File: src/rtl/mem_ctrl_pkg.sv
// Shared definitions for the round-robin memory controller.
//   - default data width, depth and watchdog timeout
//   - address width derivation from depth
//   - controller FSM state encoding
package mem_ctrl_pkg;

   localparam int unsigned WIDTH_DEF   = 16;
   localparam int unsigned DEPTH_DEF   = 64;
   localparam int unsigned TIMEOUT_DEF = 16;

   // Address bits needed for a given depth; never narrower than one bit.
   function automatic int unsigned addr_width(input int unsigned depth);
      return (depth > 1) ? $clog2(depth) : 1;
   endfunction

   typedef enum logic {
      StIdle  = 1'b0,
      StIssue = 1'b1
   } state_e;

endpackage

File: src/rtl/rr_pick.sv
// Combinational rotating-priority encoder.
//   req      : request vector, one bit per requester
//   last_grant: index served most recently; scanning starts just above it
//   pick     : first set request at or after (last_grant+1) mod NUM_REQ, with wrap
//   any_req  : at least one request bit is set
module rr_pick #(
   parameter int unsigned NUM_REQ = 4,
   parameter int unsigned IDW     = $clog2(NUM_REQ)
) (
   input  logic [NUM_REQ-1:0] req,
   input  logic [IDW-1:0]     last_grant,
   output logic [IDW-1:0]     pick,
   output logic               any_req
);

   logic [IDW-1:0] idx;

   always_comb begin
      pick    = '0;
      any_req = 1'b0;
      idx     = '0;
      // Walk from the farthest candidate to the nearest, so the nearest set bit wins.
      for (int k = int'(NUM_REQ); k > 0; k--) begin
         idx = IDW'((int'(last_grant) + k) % int'(NUM_REQ));
         if (req[idx]) begin
            pick    = idx;
            any_req = 1'b1;
         end
      end
   end

endmodule

File: src/rtl/mem_rr_ctrl.sv
// Round-robin sequencer sharing one single-port memory among NUM_REQ requesters.
//   Requester side: req_valid/req_wr_rd/req_addr/req_wdata in (flattened per requester),
//                   req_done (one-hot pulse), req_err (timeout abort), rdata_out,
//                   grant_id, busy.
//   Memory side:    mem_valid/mem_wr_rd/mem_addr/mem_wdata out (held until mem_ready),
//                   mem_rdata/mem_ready in.
// A watchdog aborts a transfer after TIMEOUT cycles without mem_ready (0 disables it).
module mem_rr_ctrl
   import mem_ctrl_pkg::*;
#(
   parameter int unsigned WIDTH      = WIDTH_DEF,
   parameter int unsigned DEPTH      = DEPTH_DEF,
   parameter int unsigned ADDR_WIDTH = addr_width(DEPTH),
   parameter int unsigned NUM_REQ    = 4,
   parameter int unsigned TIMEOUT    = TIMEOUT_DEF
) (
   input  logic                          clk,
   input  logic                          rst,
   input  logic [NUM_REQ-1:0]            req_valid,
   input  logic [NUM_REQ-1:0]            req_wr_rd,
   input  logic [NUM_REQ*ADDR_WIDTH-1:0] req_addr,
   input  logic [NUM_REQ*WIDTH-1:0]      req_wdata,
   output logic [NUM_REQ-1:0]            req_done,
   output logic                          req_err,
   output logic [WIDTH-1:0]              rdata_out,
   output logic [$clog2(NUM_REQ)-1:0]    grant_id,
   output logic                          busy,
   output logic                          mem_valid,
   output logic                          mem_wr_rd,
   output logic [ADDR_WIDTH-1:0]         mem_addr,
   output logic [WIDTH-1:0]              mem_wdata,
   input  logic [WIDTH-1:0]              mem_rdata,
   input  logic                          mem_ready
);

   localparam int unsigned IDW = $clog2(NUM_REQ);
   localparam int unsigned CW  = (TIMEOUT > 1) ? $clog2(TIMEOUT) : 1;

   state_e                 state_q, state_d;
   logic [CW-1:0]          cnt_q, cnt_d;
   logic [IDW-1:0]         last_grant_q, last_grant_d;
   logic [IDW-1:0]         grant_id_q, grant_id_d;
   logic                   busy_q, busy_d;
   logic                   mem_valid_q, mem_valid_d;
   logic                   mem_wr_rd_q, mem_wr_rd_d;
   logic [ADDR_WIDTH-1:0]  mem_addr_q, mem_addr_d;
   logic [WIDTH-1:0]       mem_wdata_q, mem_wdata_d;
   logic [WIDTH-1:0]       rdata_q, rdata_d;
   logic [NUM_REQ-1:0]     done_q, done_d;
   logic                   err_q, err_d;

   logic [IDW-1:0]         pick;
   logic                   any_req;

   rr_pick #(
      .NUM_REQ (NUM_REQ),
      .IDW     (IDW)
   ) u_rr_pick (
      .req        (req_valid),
      .last_grant (last_grant_q),
      .pick       (pick),
      .any_req    (any_req)
   );

   always_comb begin
      state_d      = state_q;
      cnt_d        = cnt_q;
      last_grant_d = last_grant_q;
      grant_id_d   = grant_id_q;
      busy_d       = busy_q;
      mem_valid_d  = mem_valid_q;
      mem_wr_rd_d  = mem_wr_rd_q;
      mem_addr_d   = mem_addr_q;
      mem_wdata_d  = mem_wdata_q;
      rdata_d      = rdata_q;
      done_d       = '0;
      err_d        = 1'b0;

      case (state_q)
         StIdle: begin
            if (any_req) begin
               state_d     = StIssue;
               mem_valid_d = 1'b1;
               mem_wr_rd_d = req_wr_rd[pick];
               mem_addr_d  = req_addr[pick*ADDR_WIDTH +: ADDR_WIDTH];
               mem_wdata_d = req_wdata[pick*WIDTH +: WIDTH];
               busy_d      = 1'b1;
               grant_id_d  = pick;
               cnt_d       = '0;
            end
         end
         StIssue: begin
            // Ready takes precedence over a watchdog expiry on the same edge.
            if (mem_ready) begin
               state_d              = StIdle;
               mem_valid_d          = 1'b0;
               busy_d               = 1'b0;
               last_grant_d         = grant_id_q;
               done_d[grant_id_q]   = 1'b1;
               if (!mem_wr_rd_q) begin
                  rdata_d = mem_rdata;
               end
            end else if (TIMEOUT != 0) begin
               if (cnt_q == CW'(TIMEOUT - 1)) begin
                  state_d            = StIdle;
                  mem_valid_d        = 1'b0;
                  busy_d             = 1'b0;
                  last_grant_d       = grant_id_q;
                  done_d[grant_id_q] = 1'b1;
                  err_d              = 1'b1;
               end else begin
                  cnt_d = cnt_q + 1'b1;
               end
            end
         end
         default: state_d = StIdle;
      endcase
   end

   always_ff @(posedge clk or posedge rst) begin
      if (rst) begin
         state_q      <= StIdle;
         cnt_q        <= '0;
         last_grant_q <= IDW'(NUM_REQ - 1);
         grant_id_q   <= '0;
         busy_q       <= 1'b0;
         mem_valid_q  <= 1'b0;
         mem_wr_rd_q  <= 1'b0;
         mem_addr_q   <= '0;
         mem_wdata_q  <= '0;
         rdata_q      <= '0;
         done_q       <= '0;
         err_q        <= 1'b0;
      end else begin
         state_q      <= state_d;
         cnt_q        <= cnt_d;
         last_grant_q <= last_grant_d;
         grant_id_q   <= grant_id_d;
         busy_q       <= busy_d;
         mem_valid_q  <= mem_valid_d;
         mem_wr_rd_q  <= mem_wr_rd_d;
         mem_addr_q   <= mem_addr_d;
         mem_wdata_q  <= mem_wdata_d;
         rdata_q      <= rdata_d;
         done_q       <= done_d;
         err_q        <= err_d;
      end
   end

   assign req_done  = done_q;
   assign req_err   = err_q;
   assign rdata_out = rdata_q;
   assign grant_id  = grant_id_q;
   assign busy      = busy_q;
   assign mem_valid = mem_valid_q;
   assign mem_wr_rd = mem_wr_rd_q;
   assign mem_addr  = mem_addr_q;
   assign mem_wdata = mem_wdata_q;

endmodule
File: config.mk
export PLATFORM = sky130hd
export DESIGN_NAME = mem_rr_ctrl
export DESIGN_NICKNAME = d
export VERILOG_FILES = /design/src/rtl/mem_ctrl_pkg.sv /design/src/rtl/rr_pick.sv /design/src/rtl/mem_rr_ctrl.sv
export SDC_FILE = /design/constraint.sdc
export NUM_CORES = 1
export LEC_CHECK = 0
export BUFFER_PORTS_ARGS = -buffer_cell sky130_fd_sc_hd__buf_2
export CAP_MARGIN = 30
export CORE_AREA = 3 3 90 113
export CTS_BUF_LIST = sky130_fd_sc_hd__clkbuf_8
export CTS_CLUSTER_DIAMETER = 120
export DETAILED_ROUTE_END_ITERATION = 12
export DIE_AREA = 0 0 93 116
export PLACE_DENSITY_LB_ADDON = 0.15
export SYNTH_ARGS = -nofsm -noshare
export SYNTH_HDL_FRONTEND = slang
export SYNTH_SLANG_ARGS = --single-unit
File: constraint.sdc
create_clock -name clk -period 4.75 [get_ports clk]
set_input_delay 0.7125 -clock clk [delete_from_list [all_inputs] [get_ports clk]]
set_output_delay 0.7125 -clock clk [all_outputs]
set_load 0.05 [all_outputs]
==> flow_summary.yaml, run 1 <==
route:
  dr.first_iter.drc_count: 71
  post_drt_wl_per_cell_um: 15.5
  final_antenna_net_count: 0
  via_per_inst: 4.63
  drt_drc_violations_left: 0
  wl_um: 7980
  drt-pass1-iter-count: 4
  num_vias: 2386
clocking:
  ctsResizeCount: 0
  numCtsBuffers: 5
  root_buffer: "clkbuf_8"
  clk_latency_ns: 0.31
  path_clk_slew_ns: 0.10
  cts_tree: "yes"
  cts_setup_buffers: 0
  h-tree-depth: 2
  cts.sinks: 54
  clk_path_buf_depth: 2
  hold_buffers: 0
min_path:
  hold_class: "flop to flop"
placement:
  post-dp-hpwl_um: 5840
  port_buffers: 162
  dp_cells: 506
  gp_congestion: 0.765
  dpl_cell_area_sq_um: 3590
setup_path:
  cp-start-kind: "input pin"
  worst-path-max-fanout: 20
  critPathKind: "input pin to flop"
  required_ns: 4.91
  crit_arrival_ns: 2.63
  crit_path_end_kind: "flop"
  regToRegSetupSlack_ns: 2.29
floorplanning:
  num_rows: 39
  die_h_um: 116
  die_area_sq_um: 10800
  num_io_pins: 163
  die_w_um: 93
  start_util_pct: 29.6
  core-area_sq_um: 9170
layout:
  final_area_sq_um: 3700
  fillers: 968
  final_cell_count_no_fill: 515
  n_antenna_cell: 0
  nNetsFinal: 507
  layout-drive-gt1-share_pct: 49.7
  areaGrowthSynthToFinish_pct: 36.3
synth:
  synthCells: 233
  synth_largest_area_cell: "dfrtp_1"
  synth.most_common_cell: "dfrtp_1"
  synth_top_cell_area_share_pct: 48.0
  ys_ff_latch: 54
  syn-cell-area_sq_um: 2710
  syn_avg_cell_area_sq_um: 11.6
  synth_flop_cell: "dfrtp_1"
  synth_area_leaders: "dfrtp_1 (48%), mux2i_1 (18%), o221ai_1 (7.4%)"
  synth_commonest_cells: "dfrtp_1 (52), mux2i_1 (48), nand2_1 (39)"
  syn-num-nets: 349
  yosysWarnings: 0
  async_flop_share_pct: 100
  synth_edf_count: 0
  synth.distinct_cells: 31
  ys_seq_area_share_pct: 49.9
grt:
  grt_pass1_wl_um: 12100
  grt_max_degree: 55
  gr-usage-all-layers_pct: 14.5
  first_global_vias: 2454
  antenna_found_initial: 0
  overflow: 0
timing:
  finalHoldViolCount: 0
  slew_viol_final: 0
  tightest_slew_ns: 0.956
  final-setup-viol-count: 0
  max_slew_margin_pct: 36.1
  grt_setup_unrepaired: "no"
  period_share_pct: 52.1
  max_freq_ghz: 0.404
  finClkSkew_ns: 0.0152
  fin_crit_ns: 2.47
  finalSetupTns_ns: 0
  whs_ns: 0.485
pwr:
  total_power_mw: 2.65
  p_leak_nw: 2.01
  power.density_nw_per_um2: 716
  ir_drop_mv: 0.317
run:
  cap_violations: 0
outcome:
  run_status: "finished, final reports clean"
-- layer usage --
| metal | track usage (%) | routed length [um] | vias to the layer above |
|---|---|---|---|
| met4 | 6.06 | 199 | 0 |
| met1 | 16.5 | 3000 | 1145 |
| met5 | 0 | 0 | - |
| li1 | - | - | 1155 |
| met3 | 2.66 | 383 | 13 |
| met2 | 26.7 | 4390 | 73 |
-- path summary, 6_finish.rpt --
| kind | cells past startpoint | endpoint | start |
|---|---|---|---|
| min reg2reg | 2 | mem_addr[2] | mem_addr[2] |
| max reg2reg | 6 | mem_wdata[2] | last_grant_q[1] |
| max in group asynchronous | 3 | mem_addr[1] | rst |
| min | 2 | mem_addr[2] | mem_addr[2] |
| min in group asynchronous | 3 | rdata_out[3] | rst |
| max | 7 | mem_wdata[2] | req_valid[3] |
-- sequential cells by signal, indices dropped and copies added, names as in the netlist --
register and count:
cnt_q 4, grant_id 2, last_grant_q 2, mem_addr 6
mem_valid 1, mem_wdata 16, mem_wr_rd 1, rdata_out 16
req_done 4, req_err 1, state_q 1
-- power by group --
part           internal (mW)  switching, mW  total, mW
clock network          0.116          0.152      0.268
registers              0.674          0.125      0.799
logic                  0.462           1.12       1.58
total                   1.25           1.39       2.65
-- worst max-delay path: stages --
cell and delay [ns]:
buf_2 0.12, nor2b_1 0.20, a21oi_1 0.09, o221ai_4 0.72, buf_4 0.41, mux2i_1 0.24, o221ai_1 0.13
-- placed cells by master, fill, tap and decap left out --
master      n
clkbuf_8    6
dfrtp_1    52
buf_2     162
nor2_1      9
nand2b_1    4
or2_1       1
nand3_1     1
dfstp_2     2
o221ai_1   23
clkinv_2    1
nor3_1      1
nand4_1     1
xor2_1      2
o221ai_4    1
nand3b_1    1
nor2_4      1
mux2_2     16
buf_4       3
inv_1       4
inv_2       1
buf_8       1
o21ai_0     3
o22ai_1     1
nand2_1    39
a21o_2      1
mux2i_1    48
nor2b_1     1
and3_1      2
ha_1        1
a21oi_1     2
a311o_1     1
-- kinds of logic after synthesis --
kind of cell             count (synthesis)  share of synthesized area [%]
flip-flops                              54                           49.9
buffers and inverters                   19                           5.03
adder cells (fa/ha/maj)                  1                          0.461
XOR/XNOR                                 2                          0.646
AO/OA/AOI/OAI                           32                           9.82
multiplexers                            64                           24.4
AND/OR/NAND/NOR                         61                           9.78
-- area by class of cell --
class	instances	area [sq um]	area share, %
repair buffers	166	848	23.0
multi-input cells	160	1230	33.4
clock inverters	2	8.76	0.237
inverters	4	15.0	0.406
flip-flops and latches	54	1350	36.6
clock buffers	6	82.6	2.23
well taps	123	154	4.16
-- per-stage QoR --
step	utilization (%)	setup WS, ns
finish	40.3	2.28
global route	40.3	2.08
CTS	40.1	2.18
detailed placement	39.1	1.84
global placement	39.1	1.86
floorplan	-	2.73
Power figures use the tool's default switching activity.
==> run 2: changes to the inputs <==
- ABC_AREA: default -> 1
- CORE_AREA: 3 3 90 113 -> 3 3 97 122
- DIE_AREA: 0 0 93 116 -> 0 0 100 125
- clock period: 4.75 -> 2.2 ns (I/O delays scaled with it)
==> run 2 against run 1 <==
Global-route usage rose by 1.3 points; non-clock buffer count up 12; via count increased by 43%; combinational power rose to 3.9 times the previous value; critical path type is now flop to flop; largest cell class is now multi-input gates; clock skew decreased by 0.0072 ns; first-iteration DRC count increased by 120%.
==> flow_summary.yaml, run 2 <==
synth:
  synth_area_leaders: "dfrtp_1 (41%), nand3_1 (17%), nand2_1 (13%)"
  syn-cell-area_sq_um: 3180
  syn_avg_cell_area_sq_um: 7.50
  ys_ff_latch: 54
  syn-num-nets: 540
  synth.most_common_cell: "nand3_1"
  synth_largest_area_cell: "dfrtp_1"
  synthCells: 424
  synth_flop_cell: "dfrtp_1"
  synth_top_cell_area_share_pct: 40.9
  synth_edf_count: 0
  synth.distinct_cells: 28
  ys_seq_area_share_pct: 42.5
  async_flop_share_pct: 100
  yosysWarnings: 0
  synth_commonest_cells: "nand3_1 (107), nand2_1 (106), dfrtp_1 (52)"
placement:
  place_ws_ns: 0.0337
  dpl_cell_area_sq_um: 4090
  port_buffers: 162
  post-dp-hpwl_um: 7460
  gp_congestion: 0.809
  dp_cells: 705
clocking:
  root_buffer: "clkbuf_8"
  cts_tree: "yes"
  h-tree-depth: 2
  numCtsBuffers: 5
  path_clk_slew_ns: 0.10
  cts.sinks: 54
  clk_latency_ns: 0.31
  clk_path_buf_depth: 2
route:
  drt-pass1-iter-count: 4
  post_drt_wl_per_cell_um: 14.2
  drt_drc_violations_left: 0
  wl_um: 10200
  dr.first_iter.drc_count: 159
  num_vias: 3405
  via_per_inst: 4.75
  final_antenna_net_count: 0
grt:
  grt.met2_usage_pct: 27.8
  grt_pass1_wl_um: 16400
  antenna_found_initial: 0
  use_met1_pct: 20.4
  gr-usage-met3_pct: 2.84
  gr-usage-all-layers_pct: 15.8
  first_global_vias: 3399
  grt_max_degree: 47
  busiest_layer: "met2"
  overflow: 0
timing:
  max_slew_margin_pct: 56.4
  finClkSkew_ns: 0.00797
  layout_setup_ws_ns: 0.207
  finalSetupTns_ns: 0
  finalHoldViolCount: 0
  period_share_pct: 90.6
  fin_crit_ns: 1.99
  grt_setup_unrepaired: "no"
  slew_viol_final: 0
  final-setup-viol-count: 0
  whs_ns: 0.0757
  max_freq_ghz: 0.502
  tightest_slew_ns: 0.652
min_path:
  hold_class: "input pin to asynchronous set/reset pin"
run:
  cap_violations: 0
setup_path:
  slowest_delay_ns: 0.63
  crit_family: "simple AND/OR/NAND/NOR gates"
  cp-start-kind: "flop"
  critPathKind: "flop to flop"
  critPathBufInv: 3
  cpMostUsedCell: "nand2_1"
  required_ns: 2.41
  worst-path-max-fanout: 13
  crit_path_end_kind: "flop"
  cp_slowest_cell: "dfstp_2"
  crit_chain: "inv_4 > nand2_1 > nand2_1 > nand2_2 > nand2_2 > inv_1 > nand2_1 > nand2_4 > nand2_8 > clkbuf_16 > nand2_1 > nand3_1 > nand3_1 > nand2_1"
  crit_arrival_ns: 2.20
layout:
  n_antenna_cell: 0
  layout-drive-gt1-share_pct: 38.3
  final_common_cell: "buf_2"
  ff_latch_area_sq_um: 1350
  most-common-layout-cells: "buf_2 (162), nand3_1 (106), nand2_1 (103), dfrtp_1 (52), nor2_1 (48)"
  fillers: 1164
  areaGrowthSynthToFinish_pct: 36.1
  finalCoreUtilization_pct: 40.6
  multiInputGateArea_sq_um: 1570
  nNetsFinal: 700
  final_cell_count_no_fill: 717
  final_area_sq_um: 4330
floorplanning:
  num_io_pins: 163
  die_area_sq_um: 12500
  core-area_sq_um: 10700
  die_w_um: 100
  num_rows: 42
  start_util_pct: 29.8
  die_h_um: 125
pwr:
  power.density_nw_per_um2: 1990
  p_leak_nw: 2.38
  ir_drop_mv: 0.838
  total_power_mw: 8.60
outcome:
  run_status: "finished, final reports clean"
-- run 2: cell count changes after synthesis, moves of 22 or more --
cell      previous run  this run
inv_1                4        26
mux2i_1             48         0
nand2_1             39       106
nand3_1              1       107
nor2_1               9        48
o221ai_1            23         0
-- run 2: final timing paths --
kind	from	depth (start not counted)	slack [ns]	to
max in group asynchronous	rst	3	1.49	mem_wdata[9]
min reg2reg	mem_wdata[1]	2	0.48	mem_wdata[1]
min	rst	2	0.08	mem_wdata[13]
min in group clk	mem_ready	2	0.19	req_err
max	last_grant_q[0]	14	0.21	mem_wr_rd
max reg2reg	last_grant_q[0]	14	0.21	mem_wr_rd
-- run 2: routing by layer --
metal / vias to the layer above / share of wire, % / wire (um)
met5: - / 0 / 0
met4: 0 / 0.94 / 96
met3: 7 / 6.8 / 692
met2: 127 / 49 / 4970
met1: 1591 / 43 / 4410
li1: 1680 / - / -
-- run 2: worst reg2reg max path, stage by stage (launching register included) --
cell and delay [ns]:
dfstp_2 0.63, inv_4 0.08, nand2_1 0.06, nand2_1 0.08
nand2_2 0.09, nand2_2 0.08, inv_1 0.09, nand2_1 0.09
nand2_4 0.14, nand2_8 0.10, clkbuf_16 0.19, nand2_1 0.06
nand3_1 0.07, nand3_1 0.08, nand2_1 0.05
-- run 2: power by group --
| part | internal [mW] | switching (mW) | leakage, nW | total, mW |
|---|---|---|---|---|
| Sequential | 1.49 | 0.277 | 0.644 | 1.77 |
| Clock | 0.348 | 0.357 | 0.0591 | 0.705 |
| Combinational | 1.95 | 4.18 | 1.68 | 6.13 |
| Total | 3.79 | 4.81 | 2.38 | 8.60 |
-- run 2: area by class of cell --
type	instances	share of cell area (%)
clock inverters	3	1.10
repair buffers	178	23.1
multi-input cells	313	36.2
inverters	32	3.01
well taps	132	3.82
flip-flops and latches	54	31.3
clock buffers	5	1.59
-- run 2: what timing repair did --
item | CTS | global route
hold buffers | 0 | 0
gates resized for setup | 0 | 17
endpoints found under the setup margin | 0 | 23
setup buffers | 0 | 2
-- run 2: logic make-up after synthesis --
family                   count (synthesis)  share of synthesized area [%]
multiplexers                            16                           5.66
AO/OA/AOI/OAI                           10                           1.65
AND/OR/NAND/NOR                        285                           40.2
adder cells (fa/ha/maj)                  1                          0.393
flip-flops                              54                           42.5
XOR/XNOR                                 1                          0.275
buffers and inverters                   57                           9.24
